`config.mk`:
```
export PLATFORM = sky130hd
export DESIGN_NAME = egress_deparser_flat
export DESIGN_NICKNAME = d
export VERILOG_FILES = /design/src/rtl/egress_deparser_if.sv /design/src/rtl/egress_deparser.sv /design/src/flat_wrapper.sv
export SDC_FILE = /design/constraint.sdc
export NUM_CORES = 2
export LEC_CHECK = 0
export CORE_AREA = 3 3 491 493
export CTS_BUF_LIST = sky130_fd_sc_hd__clkbuf_4 sky130_fd_sc_hd__clkbuf_8
export CTS_CLUSTER_DIAMETER = 60
export DETAILED_ROUTE_END_ITERATION = 16
export DIE_AREA = 0 0 494 496
export PLACE_DENSITY = 0.37
export SETUP_SLACK_MARGIN = 0.2
export SYNTH_ARGS = -nofsm -noshare
export SYNTH_HDL_FRONTEND = slang
export SYNTH_SLANG_ARGS = --single-unit
```
`constraint.sdc`:
```
create_clock -name aclk -period 2.6 [get_ports aclk]
set_input_delay 0.39 -clock aclk [delete_from_list [all_inputs] [get_ports aclk]]
set_output_delay 0.39 -clock aclk [all_outputs]
set_load 0.03 [all_outputs]
```
`src/rtl/egress_deparser_if.sv`:
```
// Egress deparser stream bundle: action-engine beats in, AXI-Stream out.
// The slave view is the deparser; the master view drives it.
interface egress_deparser_if #(
    parameter int unsigned DATA_WIDTH = 512
);
    localparam int unsigned KEEP_W = DATA_WIDTH / 8;

    logic [DATA_WIDTH-1:0] packet_in;
    logic [KEEP_W-1:0]     packet_keep_in;
    logic                  packet_last_in;
    logic                  packet_valid;
    logic                  packet_ready;
    logic                  drop;
    logic [8:0]            egress_port;
    logic                  header_modified;

    logic [DATA_WIDTH-1:0] m_axis_tdata;
    logic [KEEP_W-1:0]     m_axis_tkeep;
    logic                  m_axis_tlast;
    logic                  m_axis_tvalid;
    logic [8:0]            m_axis_tdest;
    logic                  m_axis_tready;

    modport master (
        output packet_in, packet_keep_in, packet_last_in, packet_valid,
               drop, egress_port, header_modified, m_axis_tready,
        input  packet_ready, m_axis_tdata, m_axis_tkeep, m_axis_tlast,
               m_axis_tvalid, m_axis_tdest
    );

    modport slave (
        input  packet_in, packet_keep_in, packet_last_in, packet_valid,
               drop, egress_port, header_modified, m_axis_tready,
        output packet_ready, m_axis_tdata, m_axis_tkeep, m_axis_tlast,
               m_axis_tvalid, m_axis_tdest
    );
endinterface

```
`src/rtl/egress_deparser.sv`:
```
// Egress deparser: discards dropped packets, fixes the IPv4 header checksum on
// forwarded packets and emits AXI-Stream with the egress port on tdest.
module egress_deparser #(
    parameter int unsigned DATA_WIDTH = 512
) (
    input  logic              aclk,
    input  logic              aresetn,
    egress_deparser_if.slave  io,
    input  logic              stat_clear,
    output logic [31:0]       fwd_pkt_count,
    output logic [31:0]       drop_pkt_count,
    output logic [31:0]       csum_fix_count
);
    localparam int unsigned KEEP_W = DATA_WIDTH / 8;

    localparam logic [1:0] ST_SOP  = 2'd0;
    localparam logic [1:0] ST_FWD  = 2'd1;
    localparam logic [1:0] ST_DISC = 2'd2;

    logic [1:0]            state_q;
    logic [1:0]            state_d;
    logic [8:0]            port_q;
    logic [31:0]           fwd_cnt_q;
    logic [31:0]           drop_cnt_q;
    logic [31:0]           fix_cnt_q;

    logic                  accept;
    logic                  at_sop;
    logic                  emit;
    logic                  is_ipv4;
    logic                  fix;
    logic [19:0]           sum20;
    logic [16:0]           fold1;
    logic [15:0]           fold2;
    logic [15:0]           csum;
    logic [DATA_WIDTH-1:0] data_out;

    // DISC drains regardless of the output stage; otherwise the single output
    // register must be empty or emptying.
    assign io.packet_ready = (state_q == ST_DISC) || !io.m_axis_tvalid || io.m_axis_tready;

    assign accept  = io.packet_valid && io.packet_ready;
    assign at_sop  = (state_q == ST_SOP);
    assign emit    = accept && ((at_sop && !io.drop) || (state_q == ST_FWD));
    assign is_ipv4 = (io.packet_in[8*12 +: 8] == 8'h08) &&
                     (io.packet_in[8*13 +: 8] == 8'h00) &&
                     (io.packet_in[8*14 +: 8] == 8'h45);
    assign fix     = at_sop && !io.drop && io.header_modified && is_ipv4;

    // IPv4 header checksum over bytes 14..33 with the checksum field zeroed
    always_comb begin
        sum20 = '0;
        for (int k = 0; k < 10; k++) begin
            if (k != 5) begin
                sum20 = sum20 + 20'({io.packet_in[8*(14+2*k) +: 8],
                                     io.packet_in[8*(15+2*k) +: 8]});
            end
        end
        fold1    = 17'(sum20[15:0]) + 17'(sum20[19:16]);
        fold2    = fold1[15:0] + 16'(fold1[16]);
        csum     = ~fold2;
        data_out = io.packet_in;
        if (fix) begin
            data_out[8*24 +: 8] = csum[15:8];
            data_out[8*25 +: 8] = csum[7:0];
        end
    end

    always_comb begin
        state_d = state_q;
        if (accept) begin
            case (state_q)
                ST_SOP: begin
                    if (!io.packet_last_in) begin
                        state_d = io.drop ? ST_DISC : ST_FWD;
                    end
                end
                default: begin
                    if (io.packet_last_in) begin
                        state_d = ST_SOP;
                    end
                end
            endcase
        end
    end

    always_ff @(posedge aclk or negedge aresetn) begin
        if (!aresetn) begin
            state_q <= ST_SOP;
            port_q  <= '0;
        end else begin
            state_q <= state_d;
            if (accept && at_sop) begin
                port_q <= io.egress_port;
            end
        end
    end

    // Single output register; holds while stalled
    always_ff @(posedge aclk or negedge aresetn) begin
        if (!aresetn) begin
            io.m_axis_tvalid <= 1'b0;
            io.m_axis_tdata  <= '0;
            io.m_axis_tkeep  <= '0;
            io.m_axis_tlast  <= 1'b0;
            io.m_axis_tdest  <= '0;
        end else if (emit) begin
            io.m_axis_tvalid <= 1'b1;
            io.m_axis_tdata  <= data_out;
            io.m_axis_tkeep  <= io.packet_keep_in;
            io.m_axis_tlast  <= io.packet_last_in;
            io.m_axis_tdest  <= at_sop ? io.egress_port : port_q;
        end else if (io.m_axis_tready) begin
            io.m_axis_tvalid <= 1'b0;
        end
    end

    // Per-packet statistics; clear takes priority over a coincident event
    always_ff @(posedge aclk or negedge aresetn) begin
        if (!aresetn) begin
            fwd_cnt_q  <= '0;
            drop_cnt_q <= '0;
            fix_cnt_q  <= '0;
        end else if (stat_clear) begin
            fwd_cnt_q  <= '0;
            drop_cnt_q <= '0;
            fix_cnt_q  <= '0;
        end else if (accept && at_sop) begin
            if (io.drop) begin
                drop_cnt_q <= drop_cnt_q + 32'd1;
            end else begin
                fwd_cnt_q <= fwd_cnt_q + 32'd1;
                if (fix) begin
                    fix_cnt_q <= fix_cnt_q + 32'd1;
                end
            end
        end
    end

    assign fwd_pkt_count  = fwd_cnt_q;
    assign drop_pkt_count = drop_cnt_q;
    assign csum_fix_count = fix_cnt_q;

    logic unused_keep_w;
    assign unused_keep_w = (KEEP_W == 0);
endmodule

```
`src/flat_wrapper.sv`:
```
// flat-port wrapper written by rule: the top's interface ports become plain ports
module egress_deparser_flat 
#(
    parameter int unsigned DATA_WIDTH = 512
)
  (aclk, aresetn, stat_clear, fwd_pkt_count, drop_pkt_count, csum_fix_count, io_packet_in, io_packet_keep_in, io_packet_last_in, io_packet_valid, io_drop, io_egress_port, io_header_modified, io_m_axis_tready, io_packet_ready, io_m_axis_tdata, io_m_axis_tkeep, io_m_axis_tlast, io_m_axis_tvalid, io_m_axis_tdest);
  egress_deparser_if #(.DATA_WIDTH(DATA_WIDTH)) io_i ();
  input  logic aclk;
  input  logic aresetn;
  input  logic stat_clear;
  output logic [31:0] fwd_pkt_count;
  output logic [31:0] drop_pkt_count;
  output logic [31:0] csum_fix_count;
  input wire logic [$bits(io_i.packet_in)-1:0] io_packet_in;
  input wire logic [$bits(io_i.packet_keep_in)-1:0] io_packet_keep_in;
  input wire logic [$bits(io_i.packet_last_in)-1:0] io_packet_last_in;
  input wire logic [$bits(io_i.packet_valid)-1:0] io_packet_valid;
  input wire logic [$bits(io_i.drop)-1:0] io_drop;
  input wire logic [$bits(io_i.egress_port)-1:0] io_egress_port;
  input wire logic [$bits(io_i.header_modified)-1:0] io_header_modified;
  input wire logic [$bits(io_i.m_axis_tready)-1:0] io_m_axis_tready;
  output wire logic [$bits(io_i.packet_ready)-1:0] io_packet_ready;
  output wire logic [$bits(io_i.m_axis_tdata)-1:0] io_m_axis_tdata;
  output wire logic [$bits(io_i.m_axis_tkeep)-1:0] io_m_axis_tkeep;
  output wire logic [$bits(io_i.m_axis_tlast)-1:0] io_m_axis_tlast;
  output wire logic [$bits(io_i.m_axis_tvalid)-1:0] io_m_axis_tvalid;
  output wire logic [$bits(io_i.m_axis_tdest)-1:0] io_m_axis_tdest;
  assign io_i.packet_in = io_packet_in;
  assign io_i.packet_keep_in = io_packet_keep_in;
  assign io_i.packet_last_in = io_packet_last_in;
  assign io_i.packet_valid = io_packet_valid;
  assign io_i.drop = io_drop;
  assign io_i.egress_port = io_egress_port;
  assign io_i.header_modified = io_header_modified;
  assign io_i.m_axis_tready = io_m_axis_tready;
  assign io_packet_ready = io_i.packet_ready;
  assign io_m_axis_tdata = io_i.m_axis_tdata;
  assign io_m_axis_tkeep = io_i.m_axis_tkeep;
  assign io_m_axis_tlast = io_i.m_axis_tlast;
  assign io_m_axis_tvalid = io_i.m_axis_tvalid;
  assign io_m_axis_tdest = io_i.m_axis_tdest;
  egress_deparser #(.DATA_WIDTH(DATA_WIDTH)) u_core (.aclk(aclk), .aresetn(aresetn), .io(io_i), .stat_clear(stat_clear), .fwd_pkt_count(fwd_pkt_count), .drop_pkt_count(drop_pkt_count), .csum_fix_count(csum_fix_count));
endmodule
```
## Word level (Yosys, flattened, before mapping)

Cells that the tools add are included.

- Register bits: 694
- Input bits: 593
- Output and inout bits: 684
- Logic and storage cells: 72

- Add/subtract/negate cells: 13
- Equality and inequality tests: 6
- Muxes and demuxes: 18
- Bitwise logic cells: 1
- Reduce and logical (&&, ||, !) cells: 24

Operator list:

| kind | count |
|---|---|
| 2-to-1 mux 32 bit | 10 |
| adder 20 x 16 -> 20 bit | 7 |
| adder 32 x 1 -> 32 bit, second input constant | 3 |
| adder 16 x 16 -> 17 bit | 1 |
| adder 16 x 4 -> 17 bit | 1 |
| adder 16 x 1 -> 16 bit | 1 |
| 2-to-1 mux 16 bit | 1 |
| NOT 16 bit | 1 |
| nonzero test 2 bit | 5 |
| 2-to-1 mux 9 bit | 1 |
| equality test 8 x 4 -> 1 bit, second input constant | 1 |
| equality test 8 x 7 -> 1 bit, second input constant | 1 |
| logical AND 1 bit | 8 |
| zero test 8 bit | 1 |
| 2-to-1 mux 2 bit | 4 |
| AND reduction 3 bit | 2 |
| != test 2 bit, second input constant | 2 |
| AND reduction 2 bit | 2 |
| logical OR 1 bit | 3 |
| equality test 2 x 1 -> 1 bit, second input constant | 1 |
| equality test 2 bit, second input constant | 1 |
| zero test 1 bit | 2 |
| zero test 2 bit | 1 |
| 2-to-1 mux 1 bit | 2 |

## Longest topological paths before layout

- Depth after elaboration: 12
- Mapped depth: 46
- Mapped depth without buffers: 46

## Least setup slack after synthesis

Ideal clock, no wire load.

- Path type: in2reg
- Start: input port io_packet_in[120]
- End: register u_core.io.m_axis_tdata[199]
- Library setup time: 124 ps
- Data arrival time: 9305 ps
- Data required time: 2476 ps
- Setup slack: -6829 ps
- Cell stages on the path: 44
- Path buffers: 0
- Path through: ha_1 > inv_1 > fa_1 > nor2b_1 > o21ai_0 > a21boi_0 > o21ai_0 > nand2b_1 > a21o_1 > a31o_2 > o41ai_1 > o21ai_0 > xor2_1 > fa_1 > inv_1 > fa_1 > fa_1 > fa_1 > [... 8 more ...] > inv_1 > fa_1 > nand2b_1 > a21oi_1 > and2_2 > nand4_1 > nor4_1 > nand2_1 > nor2_1 > ha_1 > nand3_1 > nor3_1 > nand3b_1 > or3b_4 > o31a_1 > o211ai_2 > o31ai_1 > a211o_1

- Word-level cells in the longest chain between the ends: 12

Ends and longest elaborated chain:

| what | RTL line | text |
|---|---|---|
| start: declaration | flat_wrapper.sv:14 | `input wire logic [$bits(io_i.packet_in)-1:0] io_packet_in;` |
| adder 16 x 16 -> 17 bit | egress_deparser.sv:55 | `sum20 = sum20 + 20'({io.packet_in[8*(14+2*k) +: 8],` |
| adder 20 x 16 -> 20 bit (7 in series) | egress_deparser.sv:55 |  |
| adder 16 x 4 -> 17 bit | egress_deparser.sv:59 | `fold1 = 17'(sum20[15:0]) + 17'(sum20[19:16]);` |
| adder 16 x 1 -> 16 bit | egress_deparser.sv:60 | `fold2 = fold1[15:0] + 16'(fold1[16]);` |
| NOT 16 bit | egress_deparser.sv:61 | `csum = ~fold2;` |
| 2-to-1 mux 16 bit | egress_deparser.sv:63 | `if (fix) begin` |
| end signal: assignment | egress_deparser.sv:109 | `io.m_axis_tdata <= data_out;` |
| end: declaration | egress_deparser_if.sv:34 | `output packet_ready, m_axis_tdata, m_axis_tkeep, m_axis_tlast,` |

Every way passes these cells.
A chain may end at the register's enable or synchronous reset.

## Worst setup path after layout

- Start: input port io_packet_in[120]
- End: register u_core.io.m_axis_tdata[198]

The elaborated chain is that of the path after synthesis.

==> results.json <==
{
  "fill_cells": 25819,
  "finalSetupTns_ns": -85.51,
  "crit_arrival_ns": 9.05,
  "cpPeakStageDelay_ns": 0.52,
  "cts_root_buffer": "clkbuf_8",
  "crit_family": "adder cells",
  "htreeDepth": 4,
  "drtIter0Drc": 2117,
  "drive_gt1_frac": 0.1638,
  "synth_ff_type": "dfrtp_1",
  "fin_cells": 8826,
  "layout_common_cells": "nand2_1, dfrtp_1, clkdlybuf4s50_1",
  "maxCapViolCount": 0,
  "synth_edf_count": 0,
  "track_usage": 0.1593,
  "regToRegEndpoint": "u_core.csum_fix_count[30]$_DFFE_PN0P_",
  "outcome": "complete, but fails checks",
  "regToRegSetupSlack_ns": 0.08,
  "r2r-start": "u_core.state_q[1]$_DFFE_PN0P_",
  "grt_max_degree": 127,
  "cp.required_ns": 3.33,
  "dieArea_um2": 245000,
  "cts.path.max_buffers": 3,
  "fmax_mhz": 120.2,
  "drtAntennaViolNets": 0,
  "synth_top_area_frac": 0.5506,
  "core_um2": 237400,
  "die_h_um": 496,
  "holdPathStages": 3,
  "grt_pass1_wl_um": 274400,
  "wl_per_cell_um": 23.00,
  "drc": 0,
  "slew-limit-headroom": 0.3155,
  "numPortBuffers": 1276,
  "postSynthCellCount": 3493,
  "cts_made_buffers": 151,
  "worst-path-max-fanout": 3,
  "yosys.area.top_type": "dfrtp_1",
  "slowest_stage": "fa_1",
  "irDropWorstVdd_uv": 1892,
  "end_kind": "flop",
  "cpMostUsedCell": "fa_1",
  "setup_viol": 16,
  "hold_end": "u_core.io.m_axis_tdata[177]$_DFFE_PN0P_",
  "cp-start-kind": "input port",
  "clock_sinks": 694,
  "dpl.cell_count": 8120,
  "period_needed_ns": 8.320,
  "antenna_found_initial": 55,
  "vias_per_cell": 3.601,
  "ys_warn_count": 0,
  "fin_nets": 6246,
  "wl_um": 203000,
  "hold_start": "io_packet_in[177]",
  "synth_area_um2": 31540,
  "io_pins": 1277,
  "overflow": 0,
  "synth-async-reset-ratio": 1.000,
  "clkLatencyLatePin_ns": 0.86,
  "path_buf_inv": 7,
  "yosys.cell_types.count": 74,
  "gp_congestion": 0.8557,
  "slew_violations": 0,
  "finalPower_uw": 86120,
  "grt_pass1_vias": 33305,
  "worst_slew_pin_slew_ns": 1.027,
  "area_growth_pct": 88.83,
  "pwr_density_cell_nw_per_um2": 1446,
  "firstDrtPassIters": 5,
  "hold_path.class": "in -> reg",
  "fin_crit_sh": 3.200,
  "final_common_cell": "nand2_1",
  "r2r.worst_path.cells": 10,
  "dp_hpwl_um": 165300,
  "crit_type": "in -> reg",
  "via_count": 31785,
  "layout_setup_ws_ns": -5.720,
  "synth_area_leaders": "dfrtp_1, nand2_1, fa_1, inv_1, ha_1",
  "finalClockSkew_ns": 0.03498,
  "ys_ff_latch": 694,
  "p_leak_uw": 0.03165,
  "synth_fp_nets": 4229,
  "crit_cells": 42,
  "initial_core_util": 0.1329,
  "tritoncts": "yes",
  "syn_area_per_cell_um2": 9.029,
  "die_width_um": 494,
  "hold_violations": 0,
  "cts.clk_slew.worst_paths_ns": 0.06,
  "fp-row-count": 179,
  "ys_seq_area_frac": 0.5506,
  "rsz0062_at_grt": "yes",
  "failed_checks": "setup timing"
}
## repair_timing
action,in CTS,in global routing
cloned,1,1
hold buffers,318,3
resized for setup,551,395
pin swaps,86,64
buffers inserted,61,20
endpoints found under the setup margin,938,573
endpoints found under the hold margin,682,3
## per-stage QoR
step                        util  setup WS, ns  instance area [µm²]  hold WS, ns
after CTS                 0.2450        -5.585                58170     0.002888
final                     0.2509        -5.720                59550       0.1550
after global routing      0.2506        -6.021                59500      0.01759
after detailed placement  0.2150        -7.392                51050       0.3283
after floorplan                -        -6.014                31910      0.09441
after global placement    0.2150        -7.253                51050       0.3292
## area by class of cell
| type | count | area (µm²) | area share |
|---|---|---|---|
| clock buffers | 242 | 3005 | 0.05046 |
| diodes | 36 | 90.09 | 0.001513 |
| multi-input cells | 2482 | 14100 | 0.2368 |
| clock inverters | 24 | 319.1 | 0.005357 |
| repair buffers | 2018 | 20100 | 0.3374 |
| inverters | 163 | 611.8 | 0.01027 |
| flip-flops and latches | 694 | 17370 | 0.2917 |
| well taps | 3167 | 3963 | 0.06654 |
## tightest hold or removal path: cells and delay by family
| kind | cells | cell delay (ns) |
|---|---|---|
| buf+inv | 1 | 0.45 |
| simple gates | 2 | 0.12 |
## metal layers
metal	track usage	vias to the layer above	share of wire
met1	0.2014	15369	0.43
met2	0.2488	1134	0.45
met5	0	-	0.00099
li1	-	14998	-
met4	0.04638	30	0.026
met3	0.06399	254	0.089
## report_power, final
group / switching (µW) / internal (µW) / total (µW)
Clock: 5780 / 7750 / 13500
Combinational: 32000 / 22600 / 54600
Sequential: 2720 / 15200 / 18000
Total: 40500 / 45600 / 86100
## registers in the layout, indices dropped and copies added (netlist names)
| signal | cells |
|---|---|
| u_core.io.m_axis_tlast | 1 |
| u_core.io.m_axis_tvalid | 1 |
| u_core.io.m_axis_tdest | 9 |
| u_core.io.m_axis_tdata | 512 |
| u_core.state_q | 2 |
| u_core.drop_pkt_count | 32 |
| u_core.port_q | 9 |
| u_core.csum_fix_count | 32 |
| u_core.io.m_axis_tkeep | 64 |
| u_core.fwd_pkt_count | 32 |
## worst max-delay path by stage
stage	start	end	slack, ns
floorplan	io_packet_in[120]	u_core.io.m_axis_tdata[199]$_DFFE_PN0P_	-6.01
global placement	io_packet_in[120]	u_core.io.m_axis_tdata[199]$_DFFE_PN0P_	-7.25
detailed placement	io_packet_in[120]	u_core.io.m_axis_tdata[199]$_DFFE_PN0P_	-7.39
CTS	io_packet_in[120]	u_core.io.m_axis_tdata[199]$_DFFE_PN0P_	-5.59
global route	io_packet_in[120]	u_core.io.m_axis_tdata[198]$_DFFE_PN0P_	-6.02
finish	io_packet_in[120]	u_core.io.m_axis_tdata[198]$_DFFE_PN0P_	-5.72
## logic make-up after synthesis
| group | share of synthesized area |
|---|---|
| AO/OA/AOI/OAI | 0.04027 |
| XOR/XNOR | 0.03130 |
| adder cells (fa/ha/maj) | 0.07982 |
| buffers and inverters | 0.03797 |
| flip-flops | 0.5506 |
| multiplexers | 0.008966 |
| AND/OR/NAND/NOR | 0.2510 |
## synthesized netlist by cell type, types with 4 or more instances
cell / n
inv_1: 163
nand3_1: 37
a21o_1: 6
nand4_1: 24
and2_1: 6
xnor2_1: 51
xor2_1: 58
a31oi_1: 6
buf_1: 4
mux2_2: 10
o21bai_1: 5
a211o_1: 7
nor2_1: 126
and3_1: 20
nor3_1: 23
clkbuf_1: 148
a21oi_1: 39
or3_1: 28
nor2b_1: 4
nand2b_1: 5
nor4_1: 4
fa_1: 97
ha_1: 46
nand2_1: 1692
and4_1: 4
o21ai_0: 104
dfrtp_1: 694
mux2i_1: 17
a311oi_1: 6
(Power assumes the default switching activity.)
